<file path="src/rtl/lrf_pkg.sv">
// Shared constants for the frame loader: geometry defaults, FSM encoding, status bundle.
// Latency: n/a (declarations only).
// Backpressure: n/a (declarations only).
package lrf_pkg;

  localparam int LRF_IMAGE_DIM       = 512;
  localparam int LRF_PIXEL_WIDTH     = 8;
  localparam int LRF_PIXELS_PER_BEAT = 16;
  localparam int LRF_DATA_WIDTH      = LRF_PIXEL_WIDTH * LRF_PIXELS_PER_BEAT;
  localparam int LRF_ADDR_WIDTH      = 14;

  // Loader FSM encoding; kept as plain constants so older tools and dumps read the same codes.
  localparam logic [1:0] ST_IDLE     = 2'd0;
  localparam logic [1:0] ST_WAIT_SOF = 2'd1;
  localparam logic [1:0] ST_LOAD     = 2'd2;

  // Number of beats a full frame occupies in the store.
  function automatic int frame_beats(input int dim, input int ppb);
    return (dim * dim) / ppb;
  endfunction

  localparam int LRF_BEATS_PER_FRAME = frame_beats(LRF_IMAGE_DIM, LRF_PIXELS_PER_BEAT);

  // End-of-frame status, registered and presented as one-cycle pulses.
  typedef struct packed {
    logic done;
    logic error;
  } frame_status_t;

endpackage

</file>
<file path="src/rtl/lsu_frame_loader_pixel_packer.sv">
// Pixel packer: gathers pixels into lanes of a beat and emits the beat with its index.
// Latency: beat appears one cycle after the push that fills lane 15 or carries flush.
// Backpressure: none; every push is absorbed, a full beat is emitted without stalling.
module pixel_packer
  import lrf_pkg::*;
#(
  parameter int PIXEL_WIDTH     = LRF_PIXEL_WIDTH,
  parameter int PIXELS_PER_BEAT = LRF_PIXELS_PER_BEAT,
  parameter int ADDR_WIDTH      = LRF_ADDR_WIDTH
) (
  input  logic                                   clk,
  input  logic                                   rst_n,
  input  logic                                   push,
  input  logic [PIXEL_WIDTH-1:0]                 pixel,
  input  logic                                   clear,
  input  logic                                   flush,
  output logic                                   beat_valid,
  output logic [PIXEL_WIDTH*PIXELS_PER_BEAT-1:0] beat_data,
  output logic [ADDR_WIDTH-1:0]                  beat_index
);

  localparam int LANE_W = $clog2(PIXELS_PER_BEAT);
  localparam int DW     = PIXEL_WIDTH * PIXELS_PER_BEAT;

  logic [LANE_W-1:0]     lane_cnt;
  logic [ADDR_WIDTH-1:0] beat_cnt;
  logic [DW-1:0]         lane_reg;

  logic [LANE_W-1:0]     lane_base;
  logic [ADDR_WIDTH-1:0] beat_base;
  logic [DW-1:0]         lane_merged;
  logic                  beat_close;

  // Clear acts before the push so a restart pixel lands in lane 0 of beat 0.
  always_comb begin
    lane_base   = clear ? '0 : lane_cnt;
    beat_base   = clear ? '0 : beat_cnt;
    lane_merged = clear ? '0 : lane_reg;
    lane_merged[lane_base*PIXEL_WIDTH +: PIXEL_WIDTH] = pixel;
    beat_close  = push && (flush || (lane_base == LANE_W'(PIXELS_PER_BEAT - 1)));
  end

  // Lane state and emitted beat; lanes are zeroed after each beat so a flushed beat pads with 0.
  always_ff @(posedge clk or negedge rst_n) begin
    if (!rst_n) begin
      lane_cnt   <= '0;
      beat_cnt   <= '0;
      lane_reg   <= '0;
      beat_valid <= 1'b0;
      beat_data  <= '0;
      beat_index <= '0;
    end else begin
      beat_valid <= beat_close;
      if (beat_close) begin
        beat_data  <= lane_merged;
        beat_index <= beat_base;
      end
      if (push) begin
        if (beat_close) begin
          lane_reg <= '0;
          lane_cnt <= '0;
          beat_cnt <= beat_base + 1'b1;
        end else begin
          lane_reg <= lane_merged;
          lane_cnt <= lane_base + 1'b1;
          beat_cnt <= beat_base;
        end
      end else if (clear) begin
        lane_reg <= '0;
        lane_cnt <= '0;
        beat_cnt <= '0;
      end
    end
  end

endmodule

</file>
<file path="src/rtl/lsu_frame_loader.sv">
// Frame loader: packs a raster pixel stream into beats for the frame store and checks frame length.
// Latency: write strobe one cycle after the accepting edge of a beat's last pixel; status pulses with it.
// Backpressure: never stalls the store; s_ready is low outside an armed frame (excess pixels held off).
module lsu_frame_loader
  import lrf_pkg::*;
#(
  parameter int IMAGE_DIM       = LRF_IMAGE_DIM,
  parameter int PIXEL_WIDTH     = LRF_PIXEL_WIDTH,
  parameter int PIXELS_PER_BEAT = LRF_PIXELS_PER_BEAT,
  parameter int DATA_WIDTH      = LRF_DATA_WIDTH,
  parameter int ADDR_WIDTH      = LRF_ADDR_WIDTH
) (
  input  logic                   clk,
  input  logic                   rst_n,
  input  logic                   arm,
  input  logic                   s_valid,
  output logic                   s_ready,
  input  logic [PIXEL_WIDTH-1:0] s_data,
  input  logic                   s_sof,
  input  logic                   s_eof,
  output logic                   write_enable,
  output logic [ADDR_WIDTH-1:0]  write_ptr,
  output logic [DATA_WIDTH-1:0]  write_data,
  output logic                   busy,
  output logic                   frame_done,
  output logic                   frame_error
);

  localparam int NUM_PIXELS = IMAGE_DIM * IMAGE_DIM;
  localparam int CNT_W      = $clog2(NUM_PIXELS) + 1;
  localparam logic [CNT_W-1:0] LAST_IDX = CNT_W'(NUM_PIXELS - 1);

  logic [1:0]       state, state_nxt;
  logic [CNT_W-1:0] pixel_cnt, cnt_nxt;
  frame_status_t    status_q, status_nxt;

  logic             accept;
  logic [CNT_W-1:0] pixel_idx;
  logic             last_pix;
  logic             push;
  logic             clear;
  logic             flush;

  assign busy        = (state == ST_WAIT_SOF) || (state == ST_LOAD);
  assign s_ready     = busy;
  assign accept      = s_valid && s_ready;
  assign frame_done  = status_q.done;
  assign frame_error = status_q.error;

  // Index of the pixel on the bus: a SOF pixel always restarts numbering at 0.
  always_comb begin
    pixel_idx = s_sof ? '0 : pixel_cnt;
    last_pix  = (pixel_idx == LAST_IDX);
    push      = accept && ((state == ST_LOAD) || s_sof);
    clear     = accept && s_sof;
    flush     = push && (s_eof || last_pix);
  end

  // Frame sequencing: arm, SOF hunt, length checks at EOF or at the last legal pixel.
  always_comb begin
    state_nxt  = state;
    cnt_nxt    = pixel_cnt;
    status_nxt = '0;
    case (state)
      ST_IDLE: begin
        if (arm) state_nxt = ST_WAIT_SOF;
      end
      ST_WAIT_SOF: begin
        if (accept && s_sof) begin
          if (s_eof) begin
            state_nxt        = ST_IDLE;
            cnt_nxt          = '0;
            status_nxt.error = 1'b1;
          end else begin
            state_nxt = ST_LOAD;
            cnt_nxt   = CNT_W'(1);
          end
        end
      end
      ST_LOAD: begin
        if (accept) begin
          if (s_sof) status_nxt.error = 1'b1;
          if (s_eof) begin
            state_nxt = ST_IDLE;
            cnt_nxt   = '0;
            if (last_pix) status_nxt.done  = 1'b1;
            else          status_nxt.error = 1'b1;
          end else if (last_pix) begin
            state_nxt        = ST_IDLE;
            cnt_nxt          = '0;
            status_nxt.error = 1'b1;
          end else begin
            cnt_nxt = pixel_idx + 1'b1;
          end
        end
      end
      default: begin
        state_nxt = ST_IDLE;
        cnt_nxt   = '0;
      end
    endcase
  end

  // State, pixel counter and registered status pulses.
  always_ff @(posedge clk or negedge rst_n) begin
    if (!rst_n) begin
      state     <= ST_IDLE;
      pixel_cnt <= '0;
      status_q  <= '0;
    end else begin
      state     <= state_nxt;
      pixel_cnt <= cnt_nxt;
      status_q  <= status_nxt;
    end
  end

  pixel_packer #(
    .PIXEL_WIDTH     (PIXEL_WIDTH),
    .PIXELS_PER_BEAT (PIXELS_PER_BEAT),
    .ADDR_WIDTH      (ADDR_WIDTH)
  ) u_packer (
    .clk        (clk),
    .rst_n      (rst_n),
    .push       (push),
    .pixel      (s_data),
    .clear      (clear),
    .flush      (flush),
    .beat_valid (write_enable),
    .beat_data  (write_data),
    .beat_index (write_ptr)
  );

endmodule

</file>
<file path="config.mk">
export PLATFORM = sky130hd
export DESIGN_NAME = lsu_frame_loader
export DESIGN_NICKNAME = d
export VERILOG_FILES = /design/src/rtl/lrf_pkg.sv /design/src/rtl/lsu_frame_loader_pixel_packer.sv /design/src/rtl/lsu_frame_loader.sv
export SDC_FILE = /design/constraint.sdc
export NUM_CORES = 1
export LEC_CHECK = 0
export BUFFER_PORTS_ARGS = -buffer_cell sky130_fd_sc_hd__buf_2
export CORE_AREA = 2 2 172 174
export DETAILED_ROUTE_END_ITERATION = 16
export DIE_AREA = 0 0 174 176
export PLACE_DENSITY = 0.76
export SKIP_LAST_GASP = 1
export SYNTH_ARGS = -nofsm -noshare
export SYNTH_HDL_FRONTEND = slang
export SYNTH_SLANG_ARGS = --single-unit
</file>
<file path="constraint.sdc">
create_clock -name clk -period 9 [get_ports clk]
set_input_delay 1.8 -clock clk [delete_from_list [all_inputs] [get_ports clk]]
set_output_delay 1.8 -clock clk [all_outputs]
set_load 0.02 [all_outputs]
</file>
==> Yosys cells after proc, flatten, opt, wreduce, memory -nomap -nowiden <==
Index checks and enable logic that the tools add are counted.
{ "op_classes": {"shifts": 2, "addsub": 4, "reduce_logical": 12, "muxes": 35, "n_eq_ne": 8, "n_bitwise": 1} }
{ "ops": {"columns": ["cell", "n"], "rows": [
  ["2-to-1 mux 128 bit", 3],
  ["bitwise mux 128 bit", 1],
  ["variable shift 8 x 34 -> 128 bit (first input constant)", 1],
  ["indexed part select 8 x 34 -> 128 bit", 1],
  ["2-to-1 mux 19 bit", 5],
  ["case mux 19 bit (3 select lines)", 1],
  ["2-to-1 mux 14 bit", 3],
  ["negator 7 -> 34 bit", 1],
  ["adder 19 x 1 -> 19 bit (second input constant)", 1],
  ["== test 19 x 18 -> 1 bit (second input constant)", 1],
  ["adder 14 x 1 -> 14 bit (second input constant)", 1],
  ["2-to-1 mux 2 bit", 7],
  ["2-to-1 mux 4 bit", 3],
  ["2-to-1 mux 1 bit", 10],
  ["case mux 2 bit (3 select lines)", 1],
  ["logical AND 1 bit", 5],
  ["adder 4 x 1 -> 4 bit (second input constant)", 1],
  ["== test 4 bit (second input constant)", 1],
  ["logical OR 1 bit", 4],
  ["!= test 2 bit (second input constant)", 2],
  ["AND reduction 4 bit", 1],
  ["!= test 3 bit (second input constant)", 1],
  ["AND reduction 3 bit", 1],
  ["== test 2 x 1 -> 1 bit (second input constant)", 1],
  ["other kinds (5)", 5]
]} }
{ "word_totals": {"wordCells": 72, "register_bits": 312} }

==> Logic depth before layout (Yosys ltp) <==
Gate-level depths: netlist (run 1).
{ "logic_depth": {"depth_word": 10, "mapped_depth": 16} }

==> By module <==
Synthesis (run 1) repeated with hierarchy kept, for this count alone.
{ "hier_totals": {"cells_unflattened": 1403, "hier_area_um2": 15013.1} }
{ "modules_own_cells": {"columns": ["mod", "area_each_um2", "seq_area_each_um2", "instances", "cells_each"], "rows": [
  ["pixel_packer", 13430.4, 7231.9, 1, 1230],
  ["lsu_frame_loader", 1582.8, 575.6, 1, 173]
]} }

==> Least setup slack after synthesis (run 1) <==
OpenSTA, ideal clock, no wires.
{ "synth_timing": {"kind": "input to register", "start": "input port s_sof", "end": "register u_packer.lane_reg[24]", "path_buffers": 6, "path_slack_ns": 3.836, "cell_stages": 14, "arrival_time_ns": 5.026, "cell_sequence": "buf_2 -> nand3_1 -> buf_2 -> clkbuf_1 -> clkbuf_1 -> clkbuf_1 -> nand2_1 -> ha_1 -> clkbuf_1 -> nand3_1 -> nor3_1 -> inv_1 -> a21oi_1 -> o2bb2ai_1"} }
{ "synth_via": {"elab_chain_cells": 8, "word_cells_on_any_way": 18, "classes_between": "add/sub: 1; eq/ne: 2; shift: 2; mux: 6; reduce/logical: 7"} }
{ "synth_rtl": {"columns": ["item", "line_no", "source"], "rows": [
  ["start, declared", "lsu_frame_loader.sv:19", "input logic s_sof,"],
  ["parallel branches: the longest is 7 deep, another holds negator 7 -> 34 bit", null, null],
  ["2-to-1 mux 128 bit (*)", "lsu_frame_loader_pixel_packer.sv:58", "if (push) begin"],
  ["end signal, assigned", "lsu_frame_loader_pixel_packer.sv:64", "lane_reg <= lane_merged;"],
  ["end, declared", "lsu_frame_loader_pixel_packer.sv:27", "logic [DW-1:0] lane_reg;"]
]} }
Every way passes the cells marked *.
A chain may end at the register's enable or synchronous reset.

==> Worst setup path after layout (run 1) <==
{ "layout_timing": {"start": "input port s_sof", "end": "register u_packer.lane_reg[30]"} }
Same word-level chain as after synthesis.

==> Implementation_results.wiki, run 1 <==
{| class="wikitable"
! Metric !! Value
|-
| Post-CTS resize count || 0
|-
| Chip width || 174 um
|-
| Syn. warnings || 0
|-
| WL final || between 30000 and 40000 um
|-
| PortBufs || 160
|-
| First-pass detailed-route iteration total || 5
|-
| Proportion of synthesized area in mux cells || 0.101
|-
| Power Dens Cells || 222 nW/um^2
|-
| Height of the die || 176 um
|-
| Area fraction in and, or, nand and nor cells after synthesis || 0.145
|-
| Clock transition at the register clock pins on the worst setup and hold paths after CTS || approximately 0.06 ns
|-
| Number of nets produced by synthesis || about 1400
|-
| Distinct cell type count after synthesis || 65
|-
| Fin area || 16400 sq um
|-
| Worst IR Drop VDD || 0.000128 V
|-
| Worst path required time || 9.37 ns
|-
| Number of DRC markers in iteration 0 || between 800 and 900
|-
| Worst min-delay path category || reg2reg
|-
| CTS buffer count || 34
|-
| Worst min-delay path startpoint || u_packer.beat_index[8]$_DFFE_PN0P_
|-
| Largest fanout on the critical path || 85
|-
| Final setup TNS || 0 ns
|-
| Core box area || 28500 sq um
|-
| Post-detailed-route via-to-cell ratio || 5.95
|-
| Sequential area share after synthesis || 0.548
|-
| Async set-reset flop share out of synthesis || 1.00
|-
| Synthesized area per cell || 10.2 sq um
|-
| Shortest clock period the worst path allows after layout || 5.84 ns
|-
| Post-CTS setup buffer count || 0
|-
| Number of standard-cell rows in the floorplan || 62
|-
| Met2 GRT Util || 0.366
|-
| # diodes || 0
|-
| Number of nets in the finished design || between 1500 and 2000
|-
| Max Buffers Root-to-Sink || 3
|-
| Wire per inst || 18.8 um
|-
| Flop and latch count out of synthesis || 312
|-
| DIE AREA || about 31000 sq um
|-
| Number of DRC violations after detailed routing || 0
|-
| DPL Wire Length || 23400 um
|-
| Final standard cell utilization of the core || 0.574
|-
| Top-level I/O count || approximately 160
|-
| EDFF count, synth || 0
|-
| All-layer global routing usage || 0.235
|-
| Final hold viol count || 0
|-
| Kind of critical path || in2reg
|-
| Setup clock skew after layout || between 0.02 and 0.03 ns
|-
| Compound-gate portion of the synthesized area || 0.161
|-
| Peak clock frequency supported by timing || approximately 170 MHz
|-
| Fraction of the mapped netlist area in adder cells || 0.00790
|-
| Met1 Resource Use GR || 0.330
|-
| Synthesized-area fraction occupied by xor and xnor cells || 0.00369
|-
| Most used flip-flop cell after synthesis || sky130_fd_sc_hd__dfrtp_1
|-
| Worst setup SP type || input port
|-
| Post-place instance area || 15200 sq um
|-
| Start point of the critical path || s_sof
|-
| Unrepaired setup endpoints after global routing || false
|-
| H-tree level count || 2
|-
| Antenna violations before repair || 1
|-
| Leakage component of the power || 7.75 nW
|-
| Clock root buffer || sky130_fd_sc_hd__clkbuf_16
|-
| Period utilization || 0.649
|-
| Remaining antenna violation count || 0
|-
| CTS tree || yes
|-
| Pin slew with the least headroom to its limit || between 1 and 1.5 ns
|-
| Insertion delay to the later sink of the worst-skew pair || about 0.53 ns
|-
| Count of maximum capacitance violations || 0
|-
| Data arrival time of the critical path || approximately 6.2 ns
|-
| Reg-to-reg critical path startpoint || state[0]$_DFFE_PN0P_
|-
| Main combinational cell family by area after synthesis || compound AO/OA/AOI/OAI gates
|-
| Most heavily used metal layer in global routing || met2
|-
| Gr ovfl total || 0
|-
| Number of sinks driven by the clock tree || 312
|-
| Initial standard-cell utilization of the core || 0.499
|-
| Wire length of the first global-routing pass || 58500 um
|-
| Worst slack on hold paths || roughly 0.46 ns
|-
| Result of the run || complete, no violations
|-
| Setup Viol. Count Final || 0
|-
| Routed via count || 11400
|-
| Share of final-layout standard cells stronger than drive strength 1 || 0.223
|-
| Post-route total power || 0.00364 W
|-
| CP endpoint kind || flip-flop
|-
| Largest net degree at the start of global routing || 138
|-
| Vias in the first global route || about 11000
|-
| Cell area after synthesis || 14200 sq um
|-
| Met3 track utilization from global routing || 0.0388
|-
| Layout area overhead || 15.0%
|-
| Final weighted congestion in routability-driven placement || 0.858
|-
| Max-slew violation total from the final report || 0
|-
| Cell count after synthesis || 1399
|-
| CTS Hold Bufs || 0
|-
| Max transition margin || 0.220
|}
[where the power goes]
part / switching, W / internal [W]
Clock: 0.000577 / 0.000826
Sequential: 0.0000464 / 0.00147
Combinational: 0.000522 / 0.000199
Total: 0.00115 / 0.00249
[per-layer routing]
layer	up-vias	routed length (um)
li1	5249	-
met3	99	2570
met5	-	13
met2	482	16600
met1	5592	15600
met4	2	1350
[logic make-up after synthesis]
family | Yosys count
AO/OA/AOI/OAI | 364
flip-flops | 312
buffers and inverters | 118
adder cells (fa/ha/maj) | 9
multiplexers | 132
XOR/XNOR | 6
AND/OR/NAND/NOR | 458
[cells in the final DEF (no fill, tap or decap), drive strengths merged, types with 3 or more instances in the layout]
cell,n
or4,4
a41oi,7
or2,10
dfrtp,312
a31oi,8
and2,5
buf,169
a2bb2oi,8
nand2b,8
nor2b,4
nand4b,5
nor3,17
mux2,96
clkinv,4
nor4,4
a32oi,9
nand2,302
o31ai,4
nand4,13
inv,28
nor2,34
o22ai,89
o2bb2ai,40
a21oi,50
ha,9
mux2i,36
clkbuf,49
clkinvlp,3
and3,8
a22o,3
nand3,25
o21ai,127
xnor2,4
or3,9
[worst max-delay path, cell delays in order]
cell and delay, ns:
sky130_fd_sc_hd__buf_2 0.21, sky130_fd_sc_hd__nand3_4 0.67, sky130_fd_sc_hd__buf_4 0.80, sky130_fd_sc_hd__nand2_1 0.23, sky130_fd_sc_hd__ha_1 0.60, sky130_fd_sc_hd__nand3_1 0.18
sky130_fd_sc_hd__nor3_1 0.87, sky130_fd_sc_hd__inv_1 0.10, sky130_fd_sc_hd__a21oi_1 0.54, sky130_fd_sc_hd__o2bb2ai_1 0.15
[synth_stat cells, types with 10 or more instances]
cell	number	area, sq um
sky130_fd_sc_hd__mux2i_1	36	360
sky130_fd_sc_hd__mux2_2	96	1080
sky130_fd_sc_hd__nor2_1	34	128
sky130_fd_sc_hd__nand4_1	13	81.3
sky130_fd_sc_hd__a21oi_1	50	250
sky130_fd_sc_hd__dfrtp_1	312	7810
sky130_fd_sc_hd__o2bb2ai_1	40	350
sky130_fd_sc_hd__inv_1	23	86.3
sky130_fd_sc_hd__or2_2	10	62.6
sky130_fd_sc_hd__nand3_1	25	125
sky130_fd_sc_hd__clkbuf_1	63	236
sky130_fd_sc_hd__buf_2	20	100
sky130_fd_sc_hd__o21ai_0	124	621
sky130_fd_sc_hd__nand2_1	302	1130
sky130_fd_sc_hd__o22ai_1	89	557
sky130_fd_sc_hd__nor3_1	16	80.1
sky130_fd_sc_hd__buf_1	10	37.5
[worst paths after layout]
path / to / slack, ns / cells past startpoint
setup / recovery: u_packer.lane_reg[30]$_DFF_PN0_ / 3.16 / 10
hold / removal: u_packer.beat_index[8]$_DFFE_PN0P_ / 0.46 / 2
setup reg to reg: u_packer.lane_reg[30]$_DFF_PN0_ / 3.62 / 11
hold reg to reg: u_packer.beat_index[8]$_DFFE_PN0P_ / 0.46 / 2
max in group asynchronous: u_packer.lane_reg[78]$_DFF_PN0_ / 6.17 / 2
min in group asynchronous: u_packer.lane_reg[7]$_DFF_PN0_ / 1.29 / 1
[stage by stage]
stage          cells  setup WS [ns]
3_5_place_dp    1858           2.69
5_1_grt         1919           2.73
4_1_cts         1919           3.23
6_report        1919           3.16
3_3_place_gp    1858           2.81
2_1_floorplan   1399           3.84
[layout make-up]
type | instances | area, sq um
inverters | 24 | 90.1
flip-flops and latches | 312 | 7810
well taps | 384 | 480
repair buffers | 169 | 878
multi-input cells | 969 | 5990
fillers | 2448 | 12200
clock inverters | 12 | 121
clock buffers | 49 | 1020
Power figures use the tool's default switching activity.
==> run 2: changes to the inputs <==
--- a/config.mk
+++ b/config.mk
@@ -9,7 +9,7 @@
 export CORE_AREA = 2 2 172 174
 export DETAILED_ROUTE_END_ITERATION = 16
 export DIE_AREA = 0 0 174 176
-export PLACE_DENSITY = 0.76
+export PLACE_DENSITY = 0.79
 export SKIP_LAST_GASP = 1
 export SYNTH_ARGS = -nofsm -noshare
 export SYNTH_HDL_FRONTEND = slang
==> constraint.sdc (replaced) <==
create_clock -name clk -period 5 [get_ports clk]
set_input_delay 1 -clock clk [delete_from_list [all_inputs] [get_ports clk]]
set_output_delay 1 -clock clk [all_outputs]
set_load 0.02 [all_outputs]
==> run 2 against run 1 <==
Hold slack gained 0.0071 ns. Non-clock buffer count is 6 higher. Wire length is 2.0% higher. Utilization grew 0.24 points. First-iteration DRC count increased by 40%. Clock power increased by 81%. Count of clock-buffer cells in the layout down 3. Sequential power grew 80%. Setup slack got worse by 2.1 ns.
==> Implementation_results.wiki, run 2 (synthesis results as in run 1) <==
{| class="wikitable"
! Metric !! Value
|-
| Highest-count cells in the layout ignoring fill and taps || sky130_fd_sc_hd__dfrtp_1, sky130_fd_sc_hd__nand2_1, sky130_fd_sc_hd__buf_2
|-
| First-pass detailed-route iteration total || 6 (+1)
|-
| Vias in the first global route || 11000 (-0.70%)
|-
| Worst-case reg-to-reg path depth || 9 (-2)
|-
| Placed Cells || 1864 (+0.32%)
|-
| Wire length of the first global-routing pass || 58900 um (+0.66%)
|-
| Fin worst setup slack || 1.09 ns (-2.07 ns)
|-
| Layout area overhead || 15.5%
|-
| DIE AREA || 30600 sq um (unchanged)
|-
| Number of standard-cell rows in the floorplan || 62 (unchanged)
|-
| Reg-to-reg critical path startpoint || state[0]$_DFFE_PN0P_
|-
| Worst min-delay path category || reg2reg
|-
| Share of final-layout standard cells stronger than drive strength 1 || 0.226 (+0.00296)
|-
| Peak clock frequency supported by timing || 256 MHz
|-
| Setup clock skew after layout || 0.0342 ns (+0.00563 ns)
|-
| Final std cells w/o fill || 1921 (+0.10%)
|-
| Setup Viol. Count Final || 0 (unchanged)
|-
| Initial standard-cell utilization of the core || 0.499 (unchanged)
|-
| Multi-input gate area in the final layout || 5990 sq um (unchanged)
|-
| Routed via count || 11300 (-0.75%)
|-
| Leakage component of the power || 7.79 nW (+0.60%)
|-
| Count of fill cells added during filler insertion || 2451 (+0.12%)
|-
| WL final || 36900 um (+2.0%)
|-
| Post-route total power || 0.00658 W (+81%)
|-
| # diodes || 0 (unchanged)
|-
| Number of sinks driven by the clock tree || 312 (unchanged)
|-
| H-tree level count || 1 (-1)
|-
| Reg area || 7810 sq um (unchanged)
|-
| Worst slack on hold paths || 0.471 ns (+0.00711 ns)
|-
| Final weighted congestion in routability-driven placement || 0.876 (+2.1%)
|-
| Largest net degree at the start of global routing || 226 (+64%)
|-
| CTS Hold Bufs || 0 (unchanged)
|-
| Chip width || 174 um (unchanged)
|-
| Worst min-delay path startpoint || u_packer.beat_index[8]$_DFFE_PN0P_
|-
| Clock transition at the register clock pins on the worst setup and hold paths after CTS || 0.07 ns (about the same)
|-
| Post-CTS resize count || 0 (unchanged)
|-
| Pin slew with the least headroom to its limit || 1.14 ns (-0.0243 ns)
|-
| Most common cell after layout, fill and taps aside || sky130_fd_sc_hd__dfrtp_1
|-
| Wire per inst || 19.2 um (+1.9%)
|-
| Max transition margin || 0.236 (+0.0163)
|-
| Unrepaired setup endpoints after global routing || false
|-
| CTS buffer count || 31 (-8.8%)
|-
| Clock root buffer || sky130_fd_sc_hd__clkbuf_16
|-
| End of the worst register-to-register path || u_packer.beat_data[110]$_DFFE_PN0P_
|-
| Kind of critical path || reg2reg
|-
| Number of DRC violations after detailed routing || 0 (unchanged)
|-
| Max-slew violation total from the final report || 0 (unchanged)
|-
| Final setup TNS || 0 ns (unchanged)
|-
| Period utilization || 0.783
|-
| Core box area || 28500 sq um (unchanged)
|-
| Antenna violations before repair || 1 (unchanged)
|-
| CP endpoint kind || flip-flop
|-
| Worst path required time || 5.48 ns (-3.89 ns)
|-
| Result of the run || complete, no violations
|-
| Data arrival time of the critical path || 4.40 ns (-1.81 ns)
|-
| Worst setup SP type || flip-flop
|-
| All-layer global routing usage || 0.237 (+0.00177)
|-
| Power Dens Cells || 400 nW/um^2 (+80%)
|-
| PortBufs || 160 (unchanged)
|-
| Shortest clock period the worst path allows after layout || between 3 and 4 ns
|-
| Remaining antenna violation count || 0 (unchanged)
|-
| Final hold viol count || 0 (unchanged)
|-
| Insertion delay to the later sink of the worst-skew pair || 0.59 ns (+0.06 ns)
|-
| Gr ovfl total || 0 (unchanged)
|-
| Post-CTS setup buffer count || 0 (unchanged)
|-
| Max Buffers Root-to-Sink || 3 (unchanged)
|-
| Worst reg2reg setup slack || 1.09 ns (-2.53 ns)
|-
| CTS tree || yes
|-
| Height of the die || 176 um (unchanged)
|-
| Top-level I/O count || 161 (unchanged)
|-
| Number of DRC markers in iteration 0 || 1256 (+40%)
|-
| Pre-CTS setup slack || 0.912 ns (-1.78 ns)
|-
| Hold Crit Depth || 2 (unchanged)
|-
| DPL Wire Length || 24100 um (+2.8%)
|-
| End point of the worst hold path || u_packer.beat_index[8]$_DFFE_PN0P_
|-
| Number of nets in the finished design || 1536 (+0.20%)
|-
| Worst IR Drop VDD || 0.000343 V (+170%)
|-
| Count of maximum capacitance violations || 0 (unchanged)
|-
| Post-detailed-route via-to-cell ratio || 5.90 (-0.86%)
|-
| Largest fanout on the critical path || 19 (-78%)
|}
## run 2: cell type report
cell class	count	area share
Sequential cell	312	0.475
Multi-Input combinational cell	969	0.364
Clock buffer	46	0.0585
Timing Repair Buffer	175	0.0576
Tap cell	384	0.0292
Clock inverter	11	0.0107
Inverter	24	0.00548
## run 2: critical path, stage by stage, from the launching register on
cell and delay [ns]:
sky130_fd_sc_hd__dfrtp_1 0.39, sky130_fd_sc_hd__inv_1 0.08, sky130_fd_sc_hd__ha_1 0.57, sky130_fd_sc_hd__nand3_4 0.29, sky130_fd_sc_hd__and2_1 0.28, sky130_fd_sc_hd__ha_1 0.39, sky130_fd_sc_hd__nor3_1 0.76, sky130_fd_sc_hd__nand2_1 0.43
sky130_fd_sc_hd__mux2_2 0.38, sky130_fd_sc_hd__o21ai_0 0.23
## run 2: worst max-delay path by stage
stage / from / slack, ns / cells past startpoint / endpoint
6_report: state[0]$_DFFE_PN0P_ / 1.09 / 9 / u_packer.beat_data[110]$_DFFE_PN0P_
5_1_grt: state[0]$_DFFE_PN0P_ / 0.81 / 8 / u_packer.beat_data[42]$_DFFE_PN0P_
4_1_cts: state[0]$_DFFE_PN0P_ / 1.08 / 8 / u_packer.beat_data[54]$_DFFE_PN0P_
3_5_place_dp: s_sof / 0.91 / 7 / u_packer.beat_data[42]$_DFFE_PN0P_
3_3_place_gp: s_sof / 1.00 / 7 / u_packer.beat_data[42]$_DFFE_PN0P_
2_1_floorplan: s_sof / 0.64 / 14 / u_packer.lane_reg[24]$_DFF_PN0_
## run 2: through the flow
step,instance area (sq um),util
floorplan,14200,-
global placement,15300,0.536
detailed placement,15300,0.536
CTS,16500,0.576
global route,16500,0.576
finish,16500,0.576
## run 2: power by group
part	internal (W)	leakage [nW]	switching, W
clock	0.00154	0.564	0.00101
sequential	0.00264	4.35	0.0000836
combinational	0.000366	2.88	0.000951
total	0.00454	7.79	0.00204
## run 2: layer usage
metal / part of all wire / wire [um] / GRT usage
met4: 0.037 / 1370 / 0.0938
met1: 0.43 / 15700 / 0.329
met2: 0.47 / 17200 / 0.376
met3: 0.070 / 2570 / 0.0353
met5: 0.00035 / 13 / 0
